===== src/rtl/fifo_bank4.sv =====
// Four independent FIFO queues sharing one push port and one pop port.
// Optional FIFO_BANK_BYPASS_EN: a push and a pop to the same empty queue forward data_in straight to data_out.
module fifo_bank4 #(
  parameter int unsigned DATA_WIDTH = 10,
  parameter int unsigned DEPTH      = 4,
  parameter int unsigned PTR_WIDTH  = 2
) (
  input  logic                  clk,
  input  logic                  reset,
  input  logic                  push,
  input  logic [1:0]            push_id,
  input  logic [DATA_WIDTH-1:0] data_in,
  input  logic                  pop,
  input  logic [1:0]            pop_id,
  output logic [DATA_WIDTH-1:0] data_out,
  output logic                  valid,
  output logic [3:0]            empty,
  output logic [3:0]            full,
  output logic                  error
);

  localparam int unsigned NQ    = 4;
  localparam int unsigned CNT_W = PTR_WIDTH + 1;

  logic [PTR_WIDTH-1:0]  wr_ptr [NQ];
  logic [PTR_WIDTH-1:0]  rd_ptr [NQ];
  logic [CNT_W-1:0]      count  [NQ];
  logic [DATA_WIDTH-1:0] mem    [NQ][DEPTH];

  logic [NQ-1:0] push_hit_c;
  logic [NQ-1:0] pop_hit_c;
  logic [NQ-1:0] wr_ok_c;
  logic [NQ-1:0] rd_ok_c;
  logic [NQ-1:0] bypass_c;
  logic          err_push_c;
  logic          err_pop_c;

  // Per-queue request decode and acceptance.
  for (genvar q = 0; q < NQ; q++) begin : g_queue
    assign push_hit_c[q] = push && (push_id == 2'(q));
    assign pop_hit_c[q]  = pop  && (pop_id  == 2'(q));
    assign empty[q]      = (count[q] == '0);
    assign full[q]       = (count[q] == CNT_W'(DEPTH));
`ifdef FIFO_BANK_BYPASS_EN
    assign bypass_c[q]   = push_hit_c[q] && pop_hit_c[q] && empty[q];
`else
    assign bypass_c[q]   = 1'b0;
`endif
    assign rd_ok_c[q]    = pop_hit_c[q] && !empty[q];
    // A full queue still accepts a push when the same queue is popped this cycle.
    assign wr_ok_c[q]    = push_hit_c[q] && !bypass_c[q] && (!full[q] || pop_hit_c[q]);
  end

  assign err_push_c = |(push_hit_c & full & ~pop_hit_c);
  assign err_pop_c  = |(pop_hit_c & empty & ~bypass_c);

  // Pointer and occupancy registers for all queues.
  always_ff @(posedge clk or posedge reset) begin
    if (reset) begin
      for (int q = 0; q < NQ; q++) begin
        wr_ptr[q] <= '0;
        rd_ptr[q] <= '0;
        count[q]  <= '0;
      end
    end else begin
      for (int q = 0; q < NQ; q++) begin
        if (wr_ok_c[q]) wr_ptr[q] <= wr_ptr[q] + PTR_WIDTH'(1);
        if (rd_ok_c[q]) rd_ptr[q] <= rd_ptr[q] + PTR_WIDTH'(1);
        if (wr_ok_c[q] && !rd_ok_c[q]) begin
          count[q] <= count[q] + CNT_W'(1);
        end else if (rd_ok_c[q] && !wr_ok_c[q]) begin
          count[q] <= count[q] - CNT_W'(1);
        end
      end
    end
  end

  // Storage is not reset; only pointers define what is live.
  always_ff @(posedge clk) begin
    if (|wr_ok_c) mem[push_id][wr_ptr[push_id]] <= data_in;
  end

  // Registered read port and sticky error.
  always_ff @(posedge clk or posedge reset) begin
    if (reset) begin
      data_out <= '0;
      valid    <= 1'b0;
      error    <= 1'b0;
    end else begin
      valid <= |(rd_ok_c | bypass_c);
      if (|rd_ok_c) begin
        data_out <= mem[pop_id][rd_ptr[pop_id]];
      end else if (|bypass_c) begin
        data_out <= data_in;
      end
      if (err_push_c || err_pop_c) error <= 1'b1;
    end
  end

endmodule


===== config.mk =====
export PLATFORM = sky130hd
export DESIGN_NAME = fifo_bank4
export DESIGN_NICKNAME = d
export VERILOG_FILES = /design/src/rtl/fifo_bank4.sv
export SDC_FILE = /design/constraint.sdc
export NUM_CORES = 1
export LEC_CHECK = 0
export BUFFER_PORTS_ARGS = -buffer_cell sky130_fd_sc_hd__buf_2
export CORE_MARGIN = 4
export CORE_UTILIZATION = 55
export CTS_BUF_LIST = sky130_fd_sc_hd__clkbuf_16
export DETAILED_ROUTE_END_ITERATION = 7
export PLACE_DENSITY = 0.77
export SKIP_LAST_GASP = 1
export SYNTH_ARGS = -nofsm -noshare
export SYNTH_HDL_FRONTEND = slang
export SYNTH_SLANG_ARGS = --single-unit

===== constraint.sdc =====
create_clock -name clk -period 2.3 [get_ports clk]
set_input_delay 0.23 -clock clk [delete_from_list [all_inputs] [get_ports clk]]
set_output_delay 0.23 -clock clk [all_outputs]
set_load 0.03 [all_outputs]

==> impl_metrics.tcl, run 1 <==
set metrics [dict create \
    status "complete, no violations" \
    vias 4237 \
    die_h_um 130 \
    wl_per_cell_um 23.0 \
    skew_ps 10.1 \
    numCtsBuffers 17 \
    antenna_cells 0 \
    drc 0 \
    crit_family "simple AND/OR/NAND/NOR gates" \
    syn-num-nets 455 \
    core_area_um2 14500 \
    ys_types 40 \
    placedCellCount 677 \
    stdcell_area_um2 9460 \
    dieArea_um2 16900 \
    drive_above_1_share_pct 37.5 \
    power_frac_comb_pct 24.3 \
    synth-edff-count 160 \
    layout_commonest_cell "edfxtp_1" \
    drt_pass1_iterations 5 \
    cpPeakStageDelay_ps 390 \
    fp-row-count 44 \
    cp_max_fo 2 \
    clk_latency_ps 430 \
    worst_slew_pin_slew_ps 672 \
    period_share_pct 95.2 \
    pin_count 38 \
    clk_pin_slew_ps 70 \
    seq_power_share_pct 49.3 \
    clock_sinks 200 \
    setup_viol_count_final 0 \
    syn_inst 429 \
    antenna_found_initial 0 \
    hpwl_um 10500 \
    grt_pass1_wl_um 25600 \
    cts_root_buf "clkbuf_16" \
    nets 539 \
    synth-seq-cells 200 \
    stdcell_count 709 \
    initial_core_util_pct 56.2 \
    crit_arrival_ps 2540 \
    ys_seq_area_share_pct 71.1 \
    cts_tree "built" \
    grt_max_degree 44 \
    async_flop_share_pct 20.0 \
    vias_per_cell 5.98 \
    area_growth_pct 15.8 \
    port_buffers 37 \
    p_per_area_nw_per_um2 1050 \
    area.sequential_um2 5810 \
    cts_max_level 4 \
    setup_tns_ps 0 \
    max_freq_mhz 457 \
    mostFrequentLayoutCells "160 x edfxtp_1, 44 x mux4_2, 42 x buf_4" \
    dpl_cell_area_um2 8930 \
    n_fill_cell 1003 \
    gp_congestion 0.864 \
    path_cells "nor3b_4, and2_1, or3_4, inv_2, ha_2, inv_1, fa_1, xor2_1, nor2_1, xor2_1" \
    track_usage_pct 21.0 \
    overflow 0 \
    ant_nets 0 \
    worstSetupPathType "reg -> reg" \
    crit_required_ps 2650 \
    switching_share_pct 31.0 \
    cp_common_cell "xor2_1" \
    total_power_mw 9.93 \
    syn_avg_cell_area_um2 19.0 \
    cp-start-kind "flop" \
    power.internal_mw 6.85 \
    slew_headroom_pct 55.2 \
    p_sw_mw 3.08 \
    hold_violations 0 \
    drv_cap 0 \
    path_buf_inv 2 \
    synth_top_flop_cell "edfxtp_1" \
    die_w_um 130 \
    crit_path_end_kind "flop" \
    cts_buffer_depth 2 \
    clkPwrFrac_pct 26.4 \
    grt_pass1_vias 4504 \
    ys_warn_count 0 \
    hp-class "in -> reg" \
    critPathSlowestCell "dfrtp_1" \
    peakVddDrop_v 0.000602 \
    period_needed_ps 2190 \
    routed_wl_um 16300 \
    power.leakage_nw 3.37 \
    synth_area_um2 8170 \
    drt_iter0_markers 464 \
    slew_violations 0 \
    multi_input_area_um2 2300 \
]
## cell usage after synthesis (2+ instances only)
master / count / area share, %
edfxtp_1: 160 / 59
mux4_2: 44 / 12
dfrtp_1: 40 / 12
nor2_1: 36 / 1.7
mux2i_1: 21 / 2.6
inv_1: 13 / 0.60
xor2_1: 13 / 1.4
xnor2_1: 11 / 1.2
a221oi_2: 10 / 1.8
nand2_1: 8 / 0.37
buf_2: 7 / 0.43
clkbuf_1: 6 / 0.28
nand3_1: 6 / 0.37
a21oi_1: 4 / 0.25
fa_1: 4 / 0.98
ha_1: 4 / 0.61
mux2_2: 4 / 0.55
nand2b_1: 4 / 0.31
nor3b_1: 4 / 0.37
o21ai_0: 4 / 0.25
nor3_2: 3 / 0.37
buf_1: 2 / 0.092
nor2_2: 2 / 0.15
nor3_4: 2 / 0.40
or3_1: 2 / 0.15
## power by group through the flow
stage / Sequential, mW / Clock (mW) / Combinational (mW)
2_1_floorplan: 5.05 / 0 / 1.51
3_3_place_gp: 4.93 / 0 / 2.34
3_5_place_dp: 4.97 / 0 / 2.41
4_1_cts: 4.90 / 2.66 / 2.43
5_1_grt: 4.96 / 2.83 / 2.60
6_report: 4.89 / 2.62 / 2.42
## cells by family after synthesis
kind of cell	synth area share (%)
compound gates	2.88
xor+xnor	2.57
fa+ha+maj	1.59
buf+inv	1.67
flops	71.1
mux	15.3
simple gates	4.96
## path summary, 6_finish.rpt
kind | from | to | slack [ps] | cells past startpoint
setup / recovery | count[8] | count[8] | 110 | 10
hold reg to reg | rd_ptr[1] | rd_ptr[1] | 480 | 1
hold / removal | push | error | 110 | 2
min in group asynchronous | reset | error | 450 | 4
max in group asynchronous | reset | count[10] | 1430 | 4
setup reg to reg | count[8] | count[8] | 110 | 10
## cell type report
class | instances | area share, %
Clock inverter | 14 | 0.913
Inverter | 14 | 0.555
Timing Repair Buffer | 82 | 5.82
Clock buffer | 17 | 4.50
Sequential cell | 200 | 61.4
Multi-Input combinational cell | 198 | 24.4
Tap cell | 184 | 2.43
## per-layer routing
| metal | up-vias | track usage (%) | part of all wire [%] |
|---|---|---|---|
| met4 | 0 | 7.64 | 2.1 |
| li1 | 1840 | - | - |
| met3 | 26 | 5.44 | 8.2 |
| met1 | 2188 | 28.6 | 40 |
| met2 | 183 | 33.2 | 50 |
| met5 | - | 0 | 0 |
## metrics by stage
stage / utilization (%) / hold WS (ps) / worst slack [ps]
floorplan: - / 329 / -21.9
global placement: 61.4 / 375 / -7.21
detailed placement: 61.4 / 386 / -34.2
CTS: 65.0 / 90.3 / 53.8
global route: 65.1 / 122 / -5.78
finish: 65.1 / 111 / 110
## timing repair
action	in CTS	in global routing
buffers inserted	0	0
endpoints found under the hold margin	40	0
resized for setup	0	4
hold buffers	1	0
endpoints found under the setup margin	0	4
## state kept, by name, summed over array words and instances (netlist names)
register / count
mem: 160
count: 12
data_out: 10
rd_ptr: 8
wr_ptr: 8
error: 1
valid: 1
No activity file was read; power rests on OpenSTA's default activity.
==> run 2, diff against run 1 <==
--- a/config.mk
+++ b/config.mk
@@ -8,7 +8,7 @@
 export BUFFER_PORTS_ARGS = -buffer_cell sky130_fd_sc_hd__buf_2
 export CORE_MARGIN = 4
 export CORE_UTILIZATION = 55
-export CTS_BUF_LIST = sky130_fd_sc_hd__clkbuf_16
+export CTS_BUF_LIST = sky130_fd_sc_hd__clkbuf_4
 export DETAILED_ROUTE_END_ITERATION = 7
 export PLACE_DENSITY = 0.77
 export SKIP_LAST_GASP = 1
==> run 2 against run 1 <==
Net effect:
- final area decreased by 1.7%
- first-iteration DRC count shrank 8.6%
- die area stayed put
- global-route usage fell by 0.46 points
- combinational power about the same
- power down 11%
- utilization shrank 1.1 points
- largest power group unchanged
- routed wire length decreased by 1.9%
- via count is 0.14% higher
- non-clock buffer count rose by 12
- sequential cell count is the same
- sequential power hardly changed
==> impl_metrics.tcl, run 2 (synthesis results as in run 1) <==
set metrics [dict create \
    grt_max_degree 44 \
    setup_viol_count_final 0 \
    worstRegToRegCells 10 \
    worst_slew_pin_slew_ps 655 \
    track_usage_pct 20.5 \
    n_fill_cell 1037 \
    period_needed_ps 2170 \
    gp_congestion 0.864 \
    drive_above_1_share_pct 37.8 \
    peakVddDrop_v 0.000559 \
    max_freq_mhz 461 \
    drc 0 \
    clk_pin_slew_ps 170 \
    cp-start-kind "flop" \
    antenna_cells 0 \
    slew_violations 0 \
    drt_iter0_markers 424 \
    crit_arrival_ps 2690 \
    rsz0062_at_grt "no" \
    vias 4243 \
    crit_path_end_kind "flop" \
    slew_headroom_pct 56.4 \
    routed_wl_um 16000 \
    regToRegEndpoint "count[11]" \
    die_w_um 130 \
    cts_buffer_depth 2 \
    area_growth_pct 13.8 \
    drv_cap 0 \
    overflow 0 \
    mostFrequentLayoutCells "160 x edfxtp_1, 44 x mux4_2, 42 x buf_4" \
    reg2reg_from "count[11]" \
    crit_required_ps 2820 \
    layout_setup_ws_ps 132 \
    drt_pass1_iterations 5 \
    pre_cts_ws_ps -34.2 \
    fp-row-count 44 \
    period_share_pct 94.3 \
    initial_core_util_pct 56.2 \
    clk_latency_ps 580 \
    largest_register_ffs 160 \
    worstSetupPathType "reg -> reg" \
    r2r_setup_slack_ps 130 \
    cts_root_buf "clkbuf_4" \
    hold_violations 0 \
    power.leakage_nw 3.28 \
    ant_nets 0 \
    hold_slack_ps 234 \
    core_area_um2 14500 \
    dieArea_um2 16900 \
    layout_commonest_cell "edfxtp_1" \
    cp-endpoint "count[11]" \
    utilization_pct 64.0 \
    skew_ps 36.9 \
    cts_max_level 4 \
    hpwl_um 10500 \
    die_h_um 130 \
    nets 551 \
    hp-class "in -> reg" \
    grt_pass1_vias 4458 \
    vias_per_cell 5.88 \
    p_per_area_nw_per_um2 953 \
    grt_pass1_wl_um 25100 \
    cp_max_fo 3 \
    cts_setup_buffers 0 \
    pin_count 38 \
    port_buffers 37 \
    clock_sinks 200 \
    cts_tree "built" \
    antenna_found_initial 0 \
    status "complete, no violations" \
    wl_per_cell_um 22.1 \
    numCtsBuffers 17 \
    cp-startpoint "count[11]" \
]
## run 2: changes by cell type in the layout (fill, tap and decap cells not counted)
| cell | delta |
|---|---|
| clkbuf_4 | +19 |
| dlygate4sd3_1 | +12 |
| dfrtp_1 | -3 |
| fa_1 | -1 |
| clkbuf_16 | -17 |
| fa_2 | +1 |
| inv_1 | -2 |
| dfrtp_2 | +3 |
## run 2: worst max-delay path: stages, from the launching register on
cell and delay, ps:
dfrtp_1 420, nor3b_4 160, and2_0 130, or3_1 340, inv_2 80, ha_2 180
inv_1 50, fa_2 330, xor2_1 140, nor2_1 120, xor2_1 160
## run 2: timing repair
action,CTS,global route
hold buffers,8,5
endpoints found under the setup margin,0,4
endpoints found under the hold margin,94,40
resized for setup,0,8
## run 2: where the power goes
| part | internal [mW] | leakage [nW] | switching, mW |
|---|---|---|---|
| clock network | 0.442 | 0.124 | 1.12 |
| logic | 1.06 | 1.26 | 1.35 |
| registers | 4.44 | 1.90 | 0.449 |
## run 2: final cells by class
cell class,count,area (um^2),share of cell area [%]
flip-flops and latches,200,5810,62.5
repair buffers,94,671,7.21
multi-input cells,198,2310,24.8
well taps,184,230,2.48
clock inverters,12,78.8,0.848
clock buffers,19,143,1.53
inverters,14,52.6,0.565
## run 2: metal layers
| layer | part of all wire (%) | wire, um | GRT usage (%) |
|---|---|---|---|
| met5 | 0 | 0 | 0 |
| met4 | 1.5 | 244 | 5.68 |
| met3 | 6.5 | 1040 | 5.94 |
| met2 | 50 | 7960 | 33.1 |
| met1 | 42 | 6720 | 27.8 |
## run 2: worst min-delay path by stage
stage                          start   endpoint  slack (ps)  cells after the start
after floorplan           data_in[0]  mem[0][0]         330                      0
after global placement         reset   count[8]         380                      3
after detailed placement       reset      error         390                      3
after CTS                 data_in[7]  mem[2][7]        0.04                      1
after global routing      push_id[1]  wr_ptr[4]         200                      4
final                     push_id[1]  wr_ptr[2]         230                      4
## run 2: through the flow
step | std cells | setup TNS (ps) | instance area [um^2] | total power [mW]
6_report | 721 | 0 | 9300 | 8.86
5_1_grt | 721 | 0 | 9300 | 9.33
4_1_cts | 716 | 0 | 9230 | 8.91
3_5_place_dp | 677 | -35.1 | 8930 | 7.38
3_3_place_gp | 677 | -7.21 | 8930 | 7.27
2_1_floorplan | 429 | -46.3 | 8250 | 6.57
==> run 3, diff against run 2 <==
--- a/config.mk
+++ b/config.mk
@@ -10,8 +10,9 @@
 export CORE_UTILIZATION = 55
 export CTS_BUF_LIST = sky130_fd_sc_hd__clkbuf_4
 export DETAILED_ROUTE_END_ITERATION = 7
-export PLACE_DENSITY = 0.77
+export PLACE_DENSITY = 0.75
 export SKIP_LAST_GASP = 1
 export SYNTH_ARGS = -nofsm -noshare
 export SYNTH_HDL_FRONTEND = slang
 export SYNTH_SLANG_ARGS = --single-unit
+export TNS_END_PERCENT = 100
==> constraint.sdc (replaced) <==
create_clock -name clk -period 2.5 [get_ports clk]
set_input_delay 0.25 -clock clk [delete_from_list [all_inputs] [get_ports clk]]
set_output_delay 0.25 -clock clk [all_outputs]
set_load 0.03 [all_outputs]
==> run 3 against run 2 <==
Net effect:
- register-to-register slack improved by 60 ps
- critical path type is now in -> reg
- non-clock buffer count down 4
- sequential share of layout area rose by 0.21 points
- worst setup slack gained 25 ps
- critical path depth up 2
- utilization fell by 0.30 points
- routed wire length is 0.63% higher
- final area decreased by 0.47%
- sequential cell count unchanged
- clock power up 13%
- power down 5.5%
==> impl_metrics.tcl, run 3 (synthesis results as in run 1) <==
set metrics [dict create \
    gp_congestion 0.827 \
    vias 4220 \
    crit_arrival_ps 2840 \
    cts_tree "built" \
    skew_ps 21.8 \
    grt_max_degree 45 \
    peakVddDrop_v 0.000425 \
    hp-class "in -> reg" \
    antenna_found_initial 1 \
    grt_pass1_vias 4368 \
    wl_per_cell_um 22.3 \
    placedCellCount 675 \
    r2r_setup_slack_ps 190 \
    reg2reg_from "count[7]" \
    cp-start-kind "input port" \
    setup_viol_count_final 0 \
    initial_core_util_pct 56.2 \
    vias_per_cell 5.86 \
    fp-row-count 44 \
    regToRegEndpoint "count[8]" \
    cts_buffer_depth 2 \
    drt_iter0_markers 394 \
    worstSetupPathType "in -> reg" \
    period_needed_ps 2340 \
    power_frac_comb_pct 26.0 \
    stdcell_count 720 \
    switching_share_pct 31.7 \
    largest_register_ffs 160 \
    layout_commonest_cell "edfxtp_1" \
    stdcell_area_um2 9250 \
    pin_count 38 \
    drt_pass1_iterations 5 \
    worst_slew_pin_slew_ps 656 \
    rsz0062_at_grt "no" \
    seq_power_share_pct 52.9 \
    crit_path_end_kind "flop" \
    clk_latency_ps 580 \
    clock_sinks 200 \
    area_growth_pct 13.3 \
    slew_headroom_pct 56.2 \
    numCtsBuffers 17 \
    ant_nets 0 \
    dpl_cell_area_um2 8840 \
    drive_above_1_share_pct 34.6 \
    hpwl_um 10600 \
    dieArea_um2 16900 \
    slew_violations 0 \
    power.internal_mw 5.72 \
    cts_max_level 4 \
    p_sw_mw 2.66 \
    clkPwrFrac_pct 21.1 \
    worstRegToRegCells 10 \
    nets 547 \
    core_area_um2 14500 \
    power.leakage_nw 3.30 \
    overflow 0 \
    drc 0 \
    routed_wl_um 16100 \
    min_to "mem[0][23]" \
    crit_required_ps 2990 \
    hold_violations 0 \
    pre_cts_ws_ps 112 \
    utilization_pct 63.7 \
    die_h_um 130 \
    period_share_pct 93.7 \
    use_met3_pct 4.13 \
    hold_path_depth 1 \
    max_freq_mhz 427 \
    die_w_um 130 \
    port_buffers 37 \
    cts_root_buf "clkbuf_4" \
    grtUsageMet2_pct 33.2 \
    mostFrequentLayoutCells "160 x edfxtp_1, 44 x mux4_2, 43 x buf_4" \
    hold_path.startpoint "data_in[3]" \
    grt_pass1_wl_um 25200 \
    grtUsageMet1_pct 29.0 \
    status "complete, no violations" \
    clk_pin_slew_ps 160 \
    drv_cap 0 \
    track_usage_pct 20.7 \
    cp_max_fo 5 \
    top_usage_layer "met2" \
    layout_setup_ws_ps 157 \
    p_per_area_nw_per_um2 905 \
]
run 3: power groups by stage:
stage / registers (mW) / logic (mW) / clock network (mW)
finish: 4.43 / 2.18 / 1.77
global route: 4.49 / 2.34 / 1.94
CTS: 4.44 / 2.18 / 1.80
detailed placement: 4.51 / 2.17 / 0
global placement: 4.48 / 2.10 / 0
floorplan: 4.60 / 1.36 / 0
run 3: cell type report:
cell class                      count  area, um^2
Tap cell                          184         230
Inverter                           14        52.6
Sequential cell                   200        5810
Clock buffer                       20         150
Fill cell                        1031        5280
Antenna cell                        2        5.00
Clock inverter                     12         146
Multi-Input combinational cell    198        2250
Timing Repair Buffer               90         608
run 3: critical path, cell delays in order:
cell	delay, ps
dlygate4sd3_1	510
buf_2	130
or3b_1	370
and2_0	140
or3_1	340
inv_2	70
ha_1	160
inv_1	60
fa_1	370
xor2_1	150
nor2_1	110
xor2_1	160
run 3: stage by stage:
| step | total power, mW | TNS (ps) | hold slack [ps] |
|---|---|---|---|
| 2_1_floorplan | 5.96 | -79.8 | 349 |
| 3_3_place_gp | 6.58 | 0 | 230 |
| 3_5_place_dp | 6.67 | 0 | 259 |
| 4_1_cts | 8.42 | 0 | 4.29 |
| 5_1_grt | 8.77 | 0 | 12.4 |
| 6_report | 8.37 | 0 | 51.0 |
run 3: worst max-delay path by stage:
| stage | start | end | depth (start not counted) |
|---|---|---|---|
| 6_report | pop | count[11] | 12 |
| 5_1_grt | pop | count[11] | 12 |
| 4_1_cts | count[8] | count[8] | 10 |
| 3_5_place_dp | pop_id[1] | count[11] | 11 |
| 3_3_place_gp | pop_id[0] | count[11] | 11 |
| 2_1_floorplan | count[6] | count[7] | 9 |
run 3: timing repair:
| item | in CTS | in global routing |
|---|---|---|
| gates resized for setup | 0 | 1 |
| setup endpoints to repair | 0 | 1 |
| buffers inserted | 0 | 1 |
| hold endpoints to repair | 76 | 0 |
| hold buffers | 10 | 0 |
run 3: metal layers:
| layer | up-vias | part of all wire [%] |
|---|---|---|
| li1 | 1870 | - |
| met1 | 2160 | 41 |
| met2 | 166 | 51 |
| met3 | 24 | 5.9 |
| met4 | 0 | 1.7 |
| met5 | - | 0 |
